File: config.mk
export PLATFORM = sky130hd
export DESIGN_NAME = led_pattern_sequencer_flat
export DESIGN_NICKNAME = d
export VERILOG_FILES = /design/src/rtl/led_pkg.sv /design/src/rtl/led_pattern_sequencer_if.sv /design/src/rtl/led_btn_debounce.sv /design/src/rtl/led_pattern_sequencer.sv /design/src/flat_wrapper.sv
export SDC_FILE = /design/constraint.sdc
export NUM_CORES = 1
export LEC_CHECK = 0
export ABC_AREA = 1
export BUFFER_PORTS_ARGS = -buffer_cell sky130_fd_sc_hd__buf_4
export CORE_MARGIN = 10
export CORE_UTILIZATION = 35
export CTS_BUF_LIST = sky130_fd_sc_hd__clkbuf_16
export DETAILED_ROUTE_END_ITERATION = 10
export SKIP_LAST_GASP = 1
export SYNTH_ARGS = -nofsm -noshare
export SYNTH_HDL_FRONTEND = slang
export SYNTH_SLANG_ARGS = --single-unit
File: constraint.sdc
create_clock -name clock -period 2.8 [get_ports clock]
set_input_delay 0.14 -clock clock [delete_from_list [all_inputs] [get_ports clock]]
set_output_delay 0.14 -clock clock [all_outputs]
set_load 0.02 [all_outputs]
File: src/rtl/led_pkg.sv
// Shared encodings for the LED pattern sequencer: FSM state codes, pattern
// mode codes and the prescaler step-period helper.
package led_pkg;

  typedef logic [1:0] seq_state_t;
  typedef logic [1:0] pattern_mode_t;

  localparam seq_state_t ST_IDLE   = 2'd0;
  localparam seq_state_t ST_MANUAL = 2'd1;
  localparam seq_state_t ST_AUTO   = 2'd2;
  localparam seq_state_t ST_SWITCH = 2'd3;

  localparam pattern_mode_t MODE_COUNT = 2'd0;
  localparam pattern_mode_t MODE_SCAN  = 2'd1;
  localparam pattern_mode_t MODE_LFSR  = 2'd2;
  localparam pattern_mode_t MODE_ALT   = 2'd3;

  localparam logic [5:0] BASE_STEP_PERIOD = 6'd4;

  // Step period in clock cycles: 4, 8, 16 or 32.
  function automatic logic [5:0] step_period(input logic [1:0] speed_sel);
    return BASE_STEP_PERIOD << speed_sel;
  endfunction

  function automatic pattern_mode_t next_mode(input pattern_mode_t mode);
    case (mode)
      MODE_COUNT: return MODE_SCAN;
      MODE_SCAN:  return MODE_LFSR;
      MODE_LFSR:  return MODE_ALT;
      default:    return MODE_COUNT;
    endcase
  endfunction

endpackage

File: src/rtl/led_pattern_sequencer_if.sv
// Bundle from the sequencer to the pattern datapath; the sequencer drives it
// through the master modport, the datapath listens through slave.
interface led_pattern_sequencer_if;
  import led_pkg::*;

  pattern_mode_t pattern_mode;
  logic          step_strobe;
  logic          mode_change;
  seq_state_t    seq_state;

  modport master (
    output pattern_mode,
    output step_strobe,
    output mode_change,
    output seq_state
  );

  modport slave (
    input pattern_mode,
    input step_strobe,
    input mode_change,
    input seq_state
  );

endinterface

File: src/rtl/led_btn_debounce.sv
// Push-button front end: 2-FF synchroniser, stability debounce and a one-cycle
// pulse on each debounced press (release is ignored).
module led_btn_debounce #(
  parameter int DEBOUNCE_CYCLES = 16
) (
  input  logic clock,
  input  logic reset_n,
  input  logic btn_next,
  output logic next_req
);

  localparam int CNT_W = $clog2(DEBOUNCE_CYCLES);

  logic             sync1;
  logic             sync2;
  logic             stable;
  logic             stable_q;
  logic [CNT_W-1:0] count;

  // The stable level only follows sync2 after it has differed for
  // DEBOUNCE_CYCLES consecutive cycles; any return to the old level restarts.
  always_ff @(posedge clock or negedge reset_n) begin
    if (!reset_n) begin
      sync1    <= 1'b0;
      sync2    <= 1'b0;
      stable   <= 1'b0;
      stable_q <= 1'b0;
      count    <= '0;
    end else begin
      sync1    <= btn_next;
      sync2    <= sync1;
      stable_q <= stable;
      if (sync2 != stable) begin
        if (count == CNT_W'(DEBOUNCE_CYCLES - 1)) begin
          stable <= sync2;
          count  <= '0;
        end else begin
          count <= count + CNT_W'(1);
        end
      end else begin
        count <= '0;
      end
    end
  end

  assign next_req = stable & ~stable_q;

endmodule

File: src/rtl/led_pattern_sequencer.sv
// Mode/step control for the LED pattern datapath: manual or dwell-timed mode
// selection plus a speed-selectable step strobe.
module led_pattern_sequencer
  import led_pkg::*;
#(
  parameter int DEBOUNCE_CYCLES = 16,
  parameter int DWELL_STEPS     = 32
) (
  input  logic                    clock,
  input  logic                    reset_n,
  input  logic                    enable,
  input  logic                    btn_next,
  input  logic                    auto_en,
  input  logic [1:0]              speed_sel,
  led_pattern_sequencer_if.master dp
);

  localparam int DWELL_W = $clog2(DWELL_STEPS + 1);

  logic               next_req;
  seq_state_t         state;
  seq_state_t         next_state;
  pattern_mode_t      mode;
  logic               mode_change_q;
  logic               strobe_q;
  logic [4:0]         presc;
  logic [4:0]         presc_next;
  logic [5:0]         period;
  logic [DWELL_W-1:0] dwell;
  logic               dwell_done;
  logic               running_now;
  logic               running_next;

  led_btn_debounce #(
    .DEBOUNCE_CYCLES(DEBOUNCE_CYCLES)
  ) u_btn (
    .clock   (clock),
    .reset_n (reset_n),
    .btn_next(btn_next),
    .next_req(next_req)
  );

  assign dwell_done = strobe_q && (dwell == DWELL_W'(DWELL_STEPS - 1));

  always_comb begin
    next_state = state;
    if (!enable) begin
      next_state = ST_IDLE;
    end else begin
      case (state)
        ST_IDLE:   next_state = auto_en ? ST_AUTO : ST_MANUAL;
        ST_MANUAL: begin
          if (next_req)     next_state = ST_SWITCH;
          else if (auto_en) next_state = ST_AUTO;
        end
        ST_AUTO: begin
          if (next_req || dwell_done) next_state = ST_SWITCH;
          else if (!auto_en)          next_state = ST_MANUAL;
        end
        default:   next_state = auto_en ? ST_AUTO : ST_MANUAL;
      endcase
    end
  end

  // The strobe register is loaded with the compare against the count it will
  // hold next, so it is high in the same cycle the count sits at P-1.
  always_comb begin
    running_now  = (state == ST_MANUAL) || (state == ST_AUTO);
    running_next = (next_state == ST_MANUAL) || (next_state == ST_AUTO);
    period       = step_period(speed_sel);
    presc_next   = (running_now && running_next && !strobe_q) ? presc + 5'd1 : 5'd0;
  end

  always_ff @(posedge clock or negedge reset_n) begin
    if (!reset_n) begin
      state         <= ST_IDLE;
      mode          <= MODE_COUNT;
      mode_change_q <= 1'b0;
      strobe_q      <= 1'b0;
      presc         <= '0;
      dwell         <= '0;
    end else begin
      state         <= next_state;
      presc         <= presc_next;
      strobe_q      <= running_next && ({1'b0, presc_next} >= (period - 6'd1));
      mode_change_q <= (next_state == ST_SWITCH);
      if (next_state == ST_SWITCH) begin
        mode <= next_mode(mode);
      end
      if ((state != ST_AUTO) || (next_state != ST_AUTO)) begin
        dwell <= '0;
      end else if (strobe_q) begin
        dwell <= dwell + DWELL_W'(1);
      end
    end
  end

  assign dp.pattern_mode = mode;
  assign dp.step_strobe  = strobe_q;
  assign dp.mode_change  = mode_change_q;
  assign dp.seq_state    = state;

endmodule

File: src/flat_wrapper.sv
// flat-port wrapper written by rule: the top's interface ports become plain ports
module led_pattern_sequencer_flat import led_pkg::*;
#(
  parameter int DEBOUNCE_CYCLES = 16,
  parameter int DWELL_STEPS     = 32
)
  (clock, reset_n, enable, btn_next, auto_en, speed_sel, dp_pattern_mode, dp_step_strobe, dp_mode_change, dp_seq_state);
  led_pattern_sequencer_if dp_i ();
  input  logic clock;
  input  logic reset_n;
  input  logic enable;
  input  logic btn_next;
  input  logic auto_en;
  input  logic [1:0] speed_sel;
  output wire logic [$bits(dp_i.pattern_mode)-1:0] dp_pattern_mode;
  output wire logic [$bits(dp_i.step_strobe)-1:0] dp_step_strobe;
  output wire logic [$bits(dp_i.mode_change)-1:0] dp_mode_change;
  output wire logic [$bits(dp_i.seq_state)-1:0] dp_seq_state;
  assign dp_pattern_mode = dp_i.pattern_mode;
  assign dp_step_strobe = dp_i.step_strobe;
  assign dp_mode_change = dp_i.mode_change;
  assign dp_seq_state = dp_i.seq_state;
  led_pattern_sequencer #(.DEBOUNCE_CYCLES(DEBOUNCE_CYCLES), .DWELL_STEPS(DWELL_STEPS)) u_core (.clock(clock), .reset_n(reset_n), .enable(enable), .btn_next(btn_next), .auto_en(auto_en), .speed_sel(speed_sel), .dp(dp_i));
endmodule
Word-level counts from Yosys, hierarchy flattened
Index checks and enable logic that the tools add are counted.
W data, S select, Z words.
{"block": "totals", "reg_bits": 25, "inputBits": 7, "output_inout_bits": 6, "word_cells": 56}
{"block": "classes", "n_addsub": 4, "magnitude_cmp": 1, "n_eq_ne": 12, "shifts": 1, "mux": 13, "bitwise_logic": 2, "reduce_logical": 12}
{"operator": "$mux W2", "n": 6}
{"operator": "$mux W6", "n": 2}
{"operator": "$eq A2 B2 Y1 const B", "n": 4}
{"operator": "$mux W4", "n": 2}
{"operator": "$add A6 B1 Y6 const B", "n": 1}
{"operator": "$eq A2 B1 Y1 const B", "n": 3}
{"operator": "$eq A6 B5 Y1 const B", "n": 1}
{"operator": "$ge A5 B6 Y1", "n": 1}
{"operator": "$pmux W2 S3", "n": 1}
{"operator": "$shl A3 B2 Y6 const A", "n": 1}
{"operator": "$sub A6 B1 Y6 const B", "n": 1}
{"operator": "$add A5 B1 Y5 const B", "n": 1}
{"operator": "$mux W5", "n": 1}
{"operator": "$add A4 B1 Y4 const B", "n": 1}
{"operator": "$eq A4 B4 Y1 const B", "n": 1}
{"operator": "$logic_and A1 B1 Y1", "n": 4}
{"operator": "$logic_or A1 B1 Y1", "n": 4}
{"operator": "$ne A2 B2 Y1 const B", "n": 2}
{"operator": "$pmux W2 S2", "n": 1}
{"operator": "$logic_not A2 Y1", "n": 1}
{"operator": "$reduce_and A2 Y1", "n": 1}
{"operator": "$reduce_bool A2 Y1", "n": 1}
{"operator": "$and A1 B1 Y1", "n": 1}
{"operator": "$logic_not A1 Y1", "n": 1}
{"operator": "2 further kinds", "n": 2}

Depth between registers and ports, before layout
Gate-level depths: netlist of the first run.
{"block": "depth", "ltp_word": 13, "depth_mapped": 18, "mapped_depth_nobuf": 18}

Modules after synthesis
Synthesis of the first run repeated with hierarchy kept, for this count alone.
{"block": "hier_totals", "cells_unflattened": 141, "hier_area_um2": 1285.0}
{"module": "led_pattern_sequencer", "n_inst": 1, "cells_per_inst": 111, "area_per_inst_um2": 968.4, "seq_area_each_um2": 425.4}
{"module": "led_btn_debounce", "n_inst": 1, "cells_per_inst": 30, "area_per_inst_um2": 316.6, "seq_area_each_um2": 200.2}

Worst setup path after synthesis of the first run
No wires, ideal clock.
{"block": "synth_timing", "path_kind": "register to register", "startpoint": "reg u_core.state[0], in the netlist u_core.dp.seq_state[0]", "endpoint": "reg u_core.strobe_q, in the netlist u_core.dp.step_strobe", "setup_time_ns": 0.071, "arrival_time_ns": 2.472, "required_time_ns": 2.729, "path_slack_ns": 0.256, "stages_incl_launch_ff": 16, "path_buffers": 0, "period_less_slack_ns": 2.544, "cell_sequence": "dfrtp_1 > inv_1 > ha_1 > inv_1 > o21ai_0 > a21oi_2 > ha_1 > nor2_1 > nand2_1 > a21oi_1 > o21a_1 > ha_1 > nand3_1 > nor4_1 > nor3_1 > nor2_1"}
{"block": "synth_between", "elab_cells_between_ends": 17, "classes_between": "order compare: 1; eq/ne: 4; mux: 7; reduce/logical: 5"}
{"item": "start: declaration", "line_no": "led_pattern_sequencer.sv:21", "rtl": "seq_state_t state;"}
{"item": "start signal: assignment", "line_no": "led_pattern_sequencer.sv:83", "rtl": "state <= next_state;"}
{"item": "$eq A2 B2 Y1 / $eq A2 B1 Y1 (equally long branches)", "line_no": "led_pattern_sequencer.sv:50", "rtl": "case (state)"}
{"item": "$pmux W2 S2 (*)", "line_no": "led_pattern_sequencer.sv:50"}
{"item": "$mux W2 (*)", "line_no": "led_pattern_sequencer.sv:47", "rtl": "if (!enable) begin"}
{"item": "named net u_core.next_state[1]", "line_no": "led_pattern_sequencer.sv:22", "rtl": "seq_state_t next_state;"}
{"item": "$eq A2 B1 Y1 / $eq A2 B2 Y1 (equally long branches)", "line_no": "led_pattern_sequencer.sv:69", "rtl": "running_next = (next_state == ST_MANUAL) || (next_state == ST_AUTO);"}
{"item": "$logic_or A1 B1 Y1 (*)", "line_no": "led_pattern_sequencer.sv:69"}
{"item": "$logic_and A1 B1 Y1 (*) (2 in a row)", "line_no": "led_pattern_sequencer.sv:71", "rtl": "presc_next = (running_now && running_next && !strobe_q) ? presc + 5'd1 : 5'd0;"}
{"item": "$mux W5 (*)", "line_no": "led_pattern_sequencer.sv:71"}
{"item": "named net u_core.presc_next[4]", "line_no": "led_pattern_sequencer.sv:27", "rtl": "logic [4:0] presc_next;"}
{"item": "$ge A5 B6 Y1 (*)", "line_no": "led_pattern_sequencer.sv:85", "rtl": "strobe_q <= running_next && ({1'b0, presc_next} >= (period - 6'd1));"}
{"item": "$logic_and A1 B1 Y1 (*)", "line_no": "led_pattern_sequencer.sv:85"}
{"item": "end signal: assignment", "line_no": "led_pattern_sequencer.sv:85"}
{"item": "end: declaration", "line_no": "led_pattern_sequencer.sv:25", "rtl": "logic strobe_q;"}
Mark *: on every way through the listed nets, which the timed path passes. The rest lies on a longest branch.
A chain may end at the register's enable or synchronous reset.

Worst setup path in the final report of the first run
{"block": "layout_timing", "startpoint": "reg u_core.dwell[1]", "endpoint": "reg u_core.strobe_q, in the netlist u_core.dp.step_strobe"}
{"block": "layout_between", "elab_chain_cells": 13, "elab_cells_between_ends": 14, "classes_between": "order compare: 1; eq/ne: 3; mux: 4; reduce/logical: 6"}
{"item": "start: declaration", "line_no": "led_pattern_sequencer.sv:29", "rtl": "logic [DWELL_W-1:0] dwell;"}
{"item": "start signal: assignment", "line_no": "led_pattern_sequencer.sv:93", "rtl": "dwell <= dwell + DWELL_W'(1);"}
{"item": "$eq A6 B5 Y1 (*)", "line_no": "led_pattern_sequencer.sv:43", "rtl": "assign dwell_done = strobe_q && (dwell == DWELL_W'(DWELL_STEPS - 1));"}
{"item": "$logic_and A1 B1 Y1 (*)", "line_no": "led_pattern_sequencer.sv:43"}
{"item": "$logic_or A1 B1 Y1 (*)", "line_no": "led_pattern_sequencer.sv:57", "rtl": "if (next_req || dwell_done) next_state = ST_SWITCH;"}
{"item": "$mux W2 (*)", "line_no": "led_pattern_sequencer.sv:57"}
{"item": "$pmux W2 S2 (*)", "line_no": "led_pattern_sequencer.sv:50"}
{"item": "$mux W2 (*)", "line_no": "led_pattern_sequencer.sv:47"}
{"item": "named net u_core.next_state[1]", "line_no": "led_pattern_sequencer.sv:22"}
{"item": "$eq A2 B1 Y1 / $eq A2 B2 Y1 (equally long branches)", "line_no": "led_pattern_sequencer.sv:69"}
{"item": "$logic_or A1 B1 Y1 (*)", "line_no": "led_pattern_sequencer.sv:69"}
{"item": "$logic_and A1 B1 Y1 (*) (2 in a row)", "line_no": "led_pattern_sequencer.sv:71"}
{"item": "$mux W5 (*)", "line_no": "led_pattern_sequencer.sv:71"}
{"item": "named net u_core.presc_next[4]", "line_no": "led_pattern_sequencer.sv:27"}
{"item": "$ge A5 B6 Y1 (*)", "line_no": "led_pattern_sequencer.sv:85"}
{"item": "$logic_and A1 B1 Y1 (*)", "line_no": "led_pattern_sequencer.sv:85"}
Marked as above.

==> qor.txt, run 1 <==
Worst-case clock buffer depth: 2
CP arrival: 2.89 ns
Area growth syn-to-layout: 29.07%
First-pass GRT wire length: 3.829 mm
Power Total: 1163 uW
DRC: 0
H-tree lvl count: 1
Clock skew: 0.003701 ns
Maxcap violations: 0
CP endpoint kind: register
Initial Util: 36.92%
ANT nets after route: 0
Reg-to-reg startpoint: u_core.dwell[1]$_DFFE_PN0P_
Antenna diodes: 0
Layout cells sized above 1: 28.57%
CTS Buf Count: 3
Power per cell area: 714.6 nW/um2
Ys Warns: 0
CTS tree: done
Fill cells: 325
Crit. Startpoint: u_core.dwell[1]$_DFFE_PN0P_
Post-synthesis cell count: 132
Vias in the first global route: 888
I/O pin cnt: 13
Final Hold Fails: 0
Final worst-path cycle share: 98.09%
Area of the mapped netlist: 1261 um2
Syn Nets: 151
DPL Wire Length: 1.659 mm
FF-to-FF End: u_core.dp.step_strobe$_DFF_PN0_
Remaining global-route overflow: 0
Gp weighted congestion: 0.8428
Synth unique cells: 24
Worst min path class: in2reg
First-pass DRT Iterations: 4
F_max: 0.3641 GHz
Status: finished, final reports clean
Sequential area share after synthesis: 49.60%
Clk sinks: 25
Crit-path max FO: 6
Worst setup slack after layout: 0.05348 ns
Placed cell area: 1416 um2
Setup TNS: 0 ns
Clock-pin slew on the worst setup and hold paths: 0.06 ns
Post-Layout Inst Area: 1628 um2
Die area: 6405 um2
R2R cell count: 17
Vias per cell: 4.590
Crit-path slowest cell: dfrtp_1
Die height: 80.03 um
Max incr delay on CP: 0.37 ns
Clk Latency, worst-skew pair: 0.26 ns
CP cell instances: ha_2 > nand2_2 > nor2_4 > nand3_2 > o211ai_1 > nand2_1 > a21oi_2 > ha_1 > nor2_1 > nand2_2 > a21oi_2 > o21a_1 > ha_4 > inv_2 > nor2_2 > nor3_2 > nor2_1
LEAKAGE: 0.0007452 uW
R2R setup slack: 0.05 ns
Fin crit period: 2.747 ns
Dpl ws: 0.07441 ns
Setup violations, final: 0
All-Layer GR Usage: 7.457%
Syn Area/Cell: 9.555 um2
Slew HR: 79.37%
DRT iter0 DRCs: 41
Critical path class: reg2reg
Row cnt: 21
Die width: 80.03 um
# nets final: 174
Yosys reg bits: 25
Non-Filler Instances: 200
WP data required: 2.95 ns
Antenna violations before repair: 0
Routed WL: 2.230 mm
Core footprint: 3416 um2
Vias: 918
Pin count of the biggest net entering global routing: 26
# port buffers: 12
Routed len/inst: 11.15 um
Worst vdd ir: 0.3379 mV
Final Max Slew Viols: 0
DP Cell Count: 191
Crit path launch type: register
Worst Setup EP: u_core.dp.step_strobe$_DFF_PN0_
Hold depth: 3
Clock root buffer master: clkbuf_16
Worst-margin pin slew: 0.3095 ns
RSZ-0062 raised after global routing: yes
## synthesized netlist by cell type
cell	count	area share, %
a21oi_1	5	2.0
a21oi_2	1	0.69
dfrtp_1	25	50
ha_1	12	12
inv_1	18	5.4
mux2_2	1	0.89
mux2i_1	1	0.79
nand2_1	15	4.5
nand2_2	3	1.5
nand3_1	6	2.4
nand3_2	3	2.4
nor2_1	19	5.7
nor2_2	1	0.50
nor2_4	1	0.89
nor3_1	5	2.0
nor3b_1	2	1.2
nor3b_2	1	0.99
nor4_1	1	0.50
o211ai_1	1	0.60
o21a_1	1	0.60
o21ai_0	5	2.0
o21ai_1	1	0.40
xnor2_1	2	1.4
xor2_1	2	1.4
## worst max-delay path, delay by kind of cell (launching register included)
family                   cells  cell delay [ns]
AND/OR/NAND/NOR              9             0.91
adder cells (fa/ha/maj)      3             0.69
AO/OA/AOI/OAI                4             0.61
flip-flops                   1             0.37
buffers and inverters        1             0.05
## report_power, final
group / total (uW) / switching [uW] / internal [uW] / leakage (uW)
clock network: 320 / 123 / 197 / 0.0000415
logic: 407 / 250 / 157 / 0.000368
registers: 436 / 32.7 / 404 / 0.000336
## cells by family after synthesis
kind of cell | count (synthesis) | synth area share (%)
AO/OA/AOI/OAI | 14 | 6.250
XOR/XNOR | 4 | 2.778
adder cells (fa/ha/maj) | 12 | 11.90
buffers and inverters | 18 | 5.357
flip-flops | 25 | 49.60
multiplexers | 2 | 1.686
AND/OR/NAND/NOR | 57 | 22.42
## per-stage QoR
stage / hold slack, ns / util, %
after global routing: 0.1561 / 47.66
after detailed placement: 0.06138 / 41.47
after floorplan: -0.1556 / -
final: 0.1366 / 47.66
after CTS: 0.1347 / 44.51
after global placement: 0.05917 / 41.47
## worst min-delay path by stage
stage                       start                                     to  slack, ns
final                      enable       u_core.dp.seq_state[0]$_DFF_PN0_       0.14
after global routing       enable       u_core.dp.seq_state[0]$_DFF_PN0_       0.16
after global placement    reset_n  u_core.dp.pattern_mode[1]$_DFFE_PN0P_       0.06
after CTS                  enable       u_core.dp.seq_state[0]$_DFF_PN0_       0.13
after detailed placement  reset_n  u_core.dp.pattern_mode[1]$_DFFE_PN0P_       0.06
after floorplan           reset_n        u_core.dp.mode_change$_DFF_PN0_      -0.16
## routing by layer
layer	track usage [%]	routed length [um]	vias to the layer above
met5	0	0	-
met4	3.169	53	0
met3	2.477	62	6
met2	12.04	1130	10
met1	8.798	984	430
li1	-	-	472
## sequential cells by signal (all words and copies together) (netlist names)
| signal | count |
|---|---|
| u_core.u_btn.sync2 | 1 |
| u_core.dp.mode_change | 1 |
| u_core.u_btn.stable | 1 |
| u_core.dwell | 6 |
| u_core.u_btn.sync1 | 1 |
| u_core.u_btn.count | 4 |
| u_core.dp.step_strobe | 1 |
| u_core.dp.seq_state | 2 |
| u_core.presc | 5 |
| u_core.u_btn.stable_q | 1 |
| u_core.dp.pattern_mode | 2 |
## cells in the final DEF, fill, tap and decap left out
cell | netlist | layout
nand3_4 | 0 | 1
o21a_1 | 1 | 1
dfrtp_1 | 25 | 25
ha_4 | 0 | 2
nand2_1 | 15 | 14
nor3b_1 | 2 | 2
nor4_4 | 0 | 1
nand2_2 | 3 | 4
inv_1 | 18 | 17
xor2_1 | 2 | 2
a21oi_2 | 1 | 3
nor2_4 | 1 | 2
xnor2_1 | 2 | 2
buf_4 | 0 | 16
o21ai_1 | 1 | 1
nor3b_2 | 1 | 1
clkbuf_16 | 0 | 3
nor2_1 | 19 | 17
mux2_2 | 1 | 1
mux2i_1 | 1 | 1
nor3_1 | 5 | 3
nand3_1 | 6 | 5
nor2_2 | 1 | 2
ha_2 | 0 | 1
inv_6 | 0 | 1
nand3_2 | 3 | 3
o21ai_0 | 5 | 5
ha_1 | 12 | 9
a21oi_1 | 5 | 3
o211ai_1 | 1 | 1
dlygate4sd3_1 | 0 | 2
inv_2 | 0 | 1
nor3_2 | 0 | 2
## area by class of cell
class | count | area (um2) | share of cell area [%]
repair buffers | 18 | 140.1 | 8.609
clock buffers | 3 | 75.07 | 4.612
well taps | 46 | 57.56 | 3.536
flip-flops and latches | 25 | 625.6 | 38.43
clock inverters | 1 | 8.758 | 0.5380
inverters | 18 | 67.56 | 4.151
multi-input cells | 89 | 653.1 | 40.12
## repair_timing
item,CTS,global route
endpoints found under the hold margin,26,0
setup endpoints to repair,0,1
resized for setup,0,16
buffers inserted,0,3
hold buffers,2,0
Note: power is estimated with default switching activity, not from simulation.
==> run 2, diff against run 1 <==
--- a/config.mk
+++ b/config.mk
@@ -5,7 +5,7 @@
 export SDC_FILE = /design/constraint.sdc
 export NUM_CORES = 1
 export LEC_CHECK = 0
-export ABC_AREA = 1
+export ABC_AREA = 0
 export BUFFER_PORTS_ARGS = -buffer_cell sky130_fd_sc_hd__buf_4
 export CORE_MARGIN = 10
 export CORE_UTILIZATION = 35
==> run 2 against run 1 <==
Sequential share of layout area rose by 1.4 points; clock-buffer cell count did not move; sequential cell count did not move; critical endpoint unchanged; largest power group is now combinational cells.
==> qor.txt, run 2 <==
Register Area: 625.6 um2 (unchanged)
DRC: 0 (unchanged)
Core footprint: 3363 um2 (-1.5%)
Top cells by count, synth: dfrtp_1, nor2_1, ha_1
Clk sinks: 25 (unchanged)
CTS Buf Count: 3 (unchanged)
I/O pin cnt: 13 (unchanged)
R2R cell count: 12 (-5)
Row cnt: 21 (unchanged)
Die width: 79.16 um (-1.1%)
Remaining global-route overflow: 0 (unchanged)
Area contributors post-synth: dfrtp_1, ha_1, nor2_1
Crit path launch type: register
Top flop regs: u_core.dwell (6), u_core.presc (5), u_core.u_btn.count (4)
Yosys reg bits: 25 (unchanged)
ANT nets after route: 0 (unchanged)
Ys Warns: 0 (unchanged)
Dpl ws: -0.001348 ns (-0.07576 ns)
Most used cell, CP: ha_1
Crit-path max FO: 3 (-3)
Biggest register: u_core.dwell
Fill cells: 349 (+7.4%)
Post-layout util: 46.73% (-0.93 points)
Final Max Slew Viols: 0 (unchanged)
Maxcap violations: 0 (unchanged)
Synth unique cells: 27 (+13%)
Post-synthesis cell count: 116 (-12%)
H-tree lvl count: 1 (unchanged)
Max incr delay on CP: 0.39 ns (+0.02 ns)
Syn Area/Cell: 10.56 um2 (+11%)
Worst min path class: in2reg
Final worst-path cycle share: 96.68% (-1.4 points)
Area fraction of the dominant cell type after synthesis: 51.07% (+1.5 points)
Top delay family on crit path: adder cells
Worst-margin pin slew: 0.3111 ns (+0.001563 ns)
Commonest non-fill, non-tap cells in the layout: dfrtp_1, buf_4, nor2_1
Gp weighted congestion: 0.7717 (-8.4%)
Crit path buf inv count: 0 (-1)
Power per cell area: 769.0 nW/um2 (+7.6%)
Layout cells sized above 1: 25.35% (-3.2 points)
Clk Latency, worst-skew pair: 0.26 ns (about the same)
Reg-to-reg startpoint: u_core.dwell[0]$_DFFE_PN0P_
Vias per cell: 4.830 (+5.2%)
Most common cell after layout, fill and taps aside: dfrtp_1
Clock root buffer master: clkbuf_16
# port buffers: 12 (unchanged)
Routed len/inst: 12.64 um (+13%)
Power Total: 1209 uW (+3.9%)
Area of the mapped netlist: 1225 um2 (-2.9%)
Hold depth: 3 (unchanged)
First-pass GRT wire length: 3.960 mm (+3.4%)
First-pass DRT Iterations: 4 (unchanged)
Number of synthesized flops with an enable pin: 0 (unchanged)
Slew HR: 79.26% (-0.10 points)
Top_reg_cell synth: dfrtp_1
Die height: 79.16 um (-1.1%)
Max reg flops: 6 (unchanged)
Post-synth top area cell: dfrtp_1
LEAKAGE: 0.0007350 uW (-1.4%)
Hold endpoint: u_core.dp.seq_state[0]$_DFF_PN0_
Worst vdd ir: 0.2901 mV (-14%)
Min-delay src: enable
Syn Nets: 135 (-11%)
DPL Wire Length: 1.750 mm (+5.5%)
Clock skew: 0.003907 ns (+0.0002052 ns)
Worst-case clock buffer depth: 2 (unchanged)
Sequential area share after synthesis: 51.07% (+1.5 points)
Area growth syn-to-layout: 28.29%
FF-to-FF End: u_core.dp.step_strobe$_DFF_PN0_
Vias: 908 (-1.1%)
CTS tree: done
Final Hold Fails: 0 (unchanged)
CP endpoint kind: register
WP data required: 2.95 ns (about the same)
Antenna violations before repair: 0 (unchanged)
R2R setup slack: 0.09 ns (+0.04 ns)
Crit-path slowest cell: dfrtp_1
Clock-pin slew on the worst setup and hold paths: 0.06 ns (about the same)
CP Depth: 12 (-5)
Async S/R FF share, synth: 100.0% (unchanged)
Pin count of the biggest net entering global routing: 26 (unchanged)
Worst setup slack after layout: 0.09309 ns (+0.03961 ns)
CP arrival: 2.86 ns (-0.03 ns)
Status: finished, final reports clean
Antenna diodes: 0 (unchanged)
Multi-input combinational cell area: 594.3 um2 (-9.0%)
Routed WL: 2.377 mm (+6.6%)
Die area: 6266 um2 (-2.2%)
Fin crit period: 2.707 ns (-0.03961 ns)
# nets final: 162 (-6.9%)
Vias in the first global route: 938 (+5.6%)
All-Layer GR Usage: 7.669% (+0.21 points)
CP cell instances: ha_2 > nand2_2 > o311ai_2 > a221oi_2 > nor2_1 > ha_1 > or3_4 > nor2_4 > ha_1 > a211o_1 > a21oi_2 > nor3_1
Critical path class: reg2reg
Setup violations, final: 0 (unchanged)
Most numerous cell in the Yosys netlist: dfrtp_1
F_max: 0.3694 GHz (+1.5%)
DRT iter0 DRCs: 51 (+24%)
Initial Util: 36.42% (-0.50 points)
-- run 2: where the power goes --
part | switching [uW] | leakage (uW) | total (uW) | internal [uW]
sequential | 36.2 | 0.000336 | 440 | 404
combinational | 249 | 0.000362 | 453 | 204
clock | 122 | 0.0000371 | 316 | 194
total | 407 | 0.000735 | 1210 | 801
-- run 2: tightest hold or removal path, stage by stage --
cell and delay (ns):
buf_4 0.12, nand2_1 0.07, a21oi_1 0.06
-- run 2: cell families (layout without fill, tap and decap cells) --
| group | after synthesis | after routing | share of synthesized area, % |
|---|---|---|---|
| mux | 2 | 2 | 1.736 |
| flops | 25 | 25 | 51.07 |
| compound gates | 18 | 18 | 8.785 |
| xor+xnor | 9 | 9 | 6.435 |
| fa+ha+maj | 12 | 12 | 12.26 |
| buf+inv | 9 | 35 | 3.371 |
| simple gates | 41 | 41 | 16.34 |
-- run 2: per-stage QoR --
stage / TNS (ns) / hold slack (ns) / cell area, um2 / instances
final: 0 / 0.1817 / 1572 / 188
after global routing: -0.06190 / 0.1918 / 1572 / 188
after CTS: 0 / 0.1719 / 1514 / 185
after detailed placement: -0.001348 / 0.05977 / 1406 / 179
after global placement: 0 / 0.06249 / 1406 / 179
after floorplan: 0 / -0.1556 / 1225 / 116
-- run 2: worst max path at each step --
| stage | endpoint | slack (ns) | from |
|---|---|---|---|
| floorplan | u_core.dp.step_strobe$_DFF_PN0_ | 0.006 | u_core.dp.step_strobe$_DFF_PN0_ |
| global placement | u_core.dp.step_strobe$_DFF_PN0_ | 0.06 | u_core.dwell[0]$_DFFE_PN0P_ |
| detailed placement | u_core.dp.step_strobe$_DFF_PN0_ | -0.001 | u_core.dwell[0]$_DFFE_PN0P_ |
| CTS | u_core.dp.step_strobe$_DFF_PN0_ | 0.01 | u_core.dwell[0]$_DFFE_PN0P_ |
| global route | u_core.dp.step_strobe$_DFF_PN0_ | -0.06 | u_core.dwell[0]$_DFFE_PN0P_ |
| finish | u_core.dp.step_strobe$_DFF_PN0_ | 0.09 | u_core.dwell[0]$_DFFE_PN0P_ |
-- run 2: timing repair --
item	CTS	global route
hold endpoints to repair	26	0
setup endpoints to repair	1	1
hold buffers	2	0
gates resized for setup	2	10
setup buffers	0	3
cloned	0	0
pin swaps	0	4
-- run 2: final cells by class --
| type | count | share of cell area [%] |
|---|---|---|
| inverters | 8 | 1.911 |
| multi-input cells | 82 | 37.82 |
| flip-flops and latches | 25 | 39.81 |
| clock inverters | 1 | 0.4777 |
| clock buffers | 3 | 4.777 |
| well taps | 46 | 3.662 |
| repair buffers | 23 | 11.54 |
-- run 2: routing by layer --
metal	wire [um]	track usage, %
met5	0	0
met4	53	3.763
met3	66	1.689
met2	1244	13.21
met1	1013	8.736
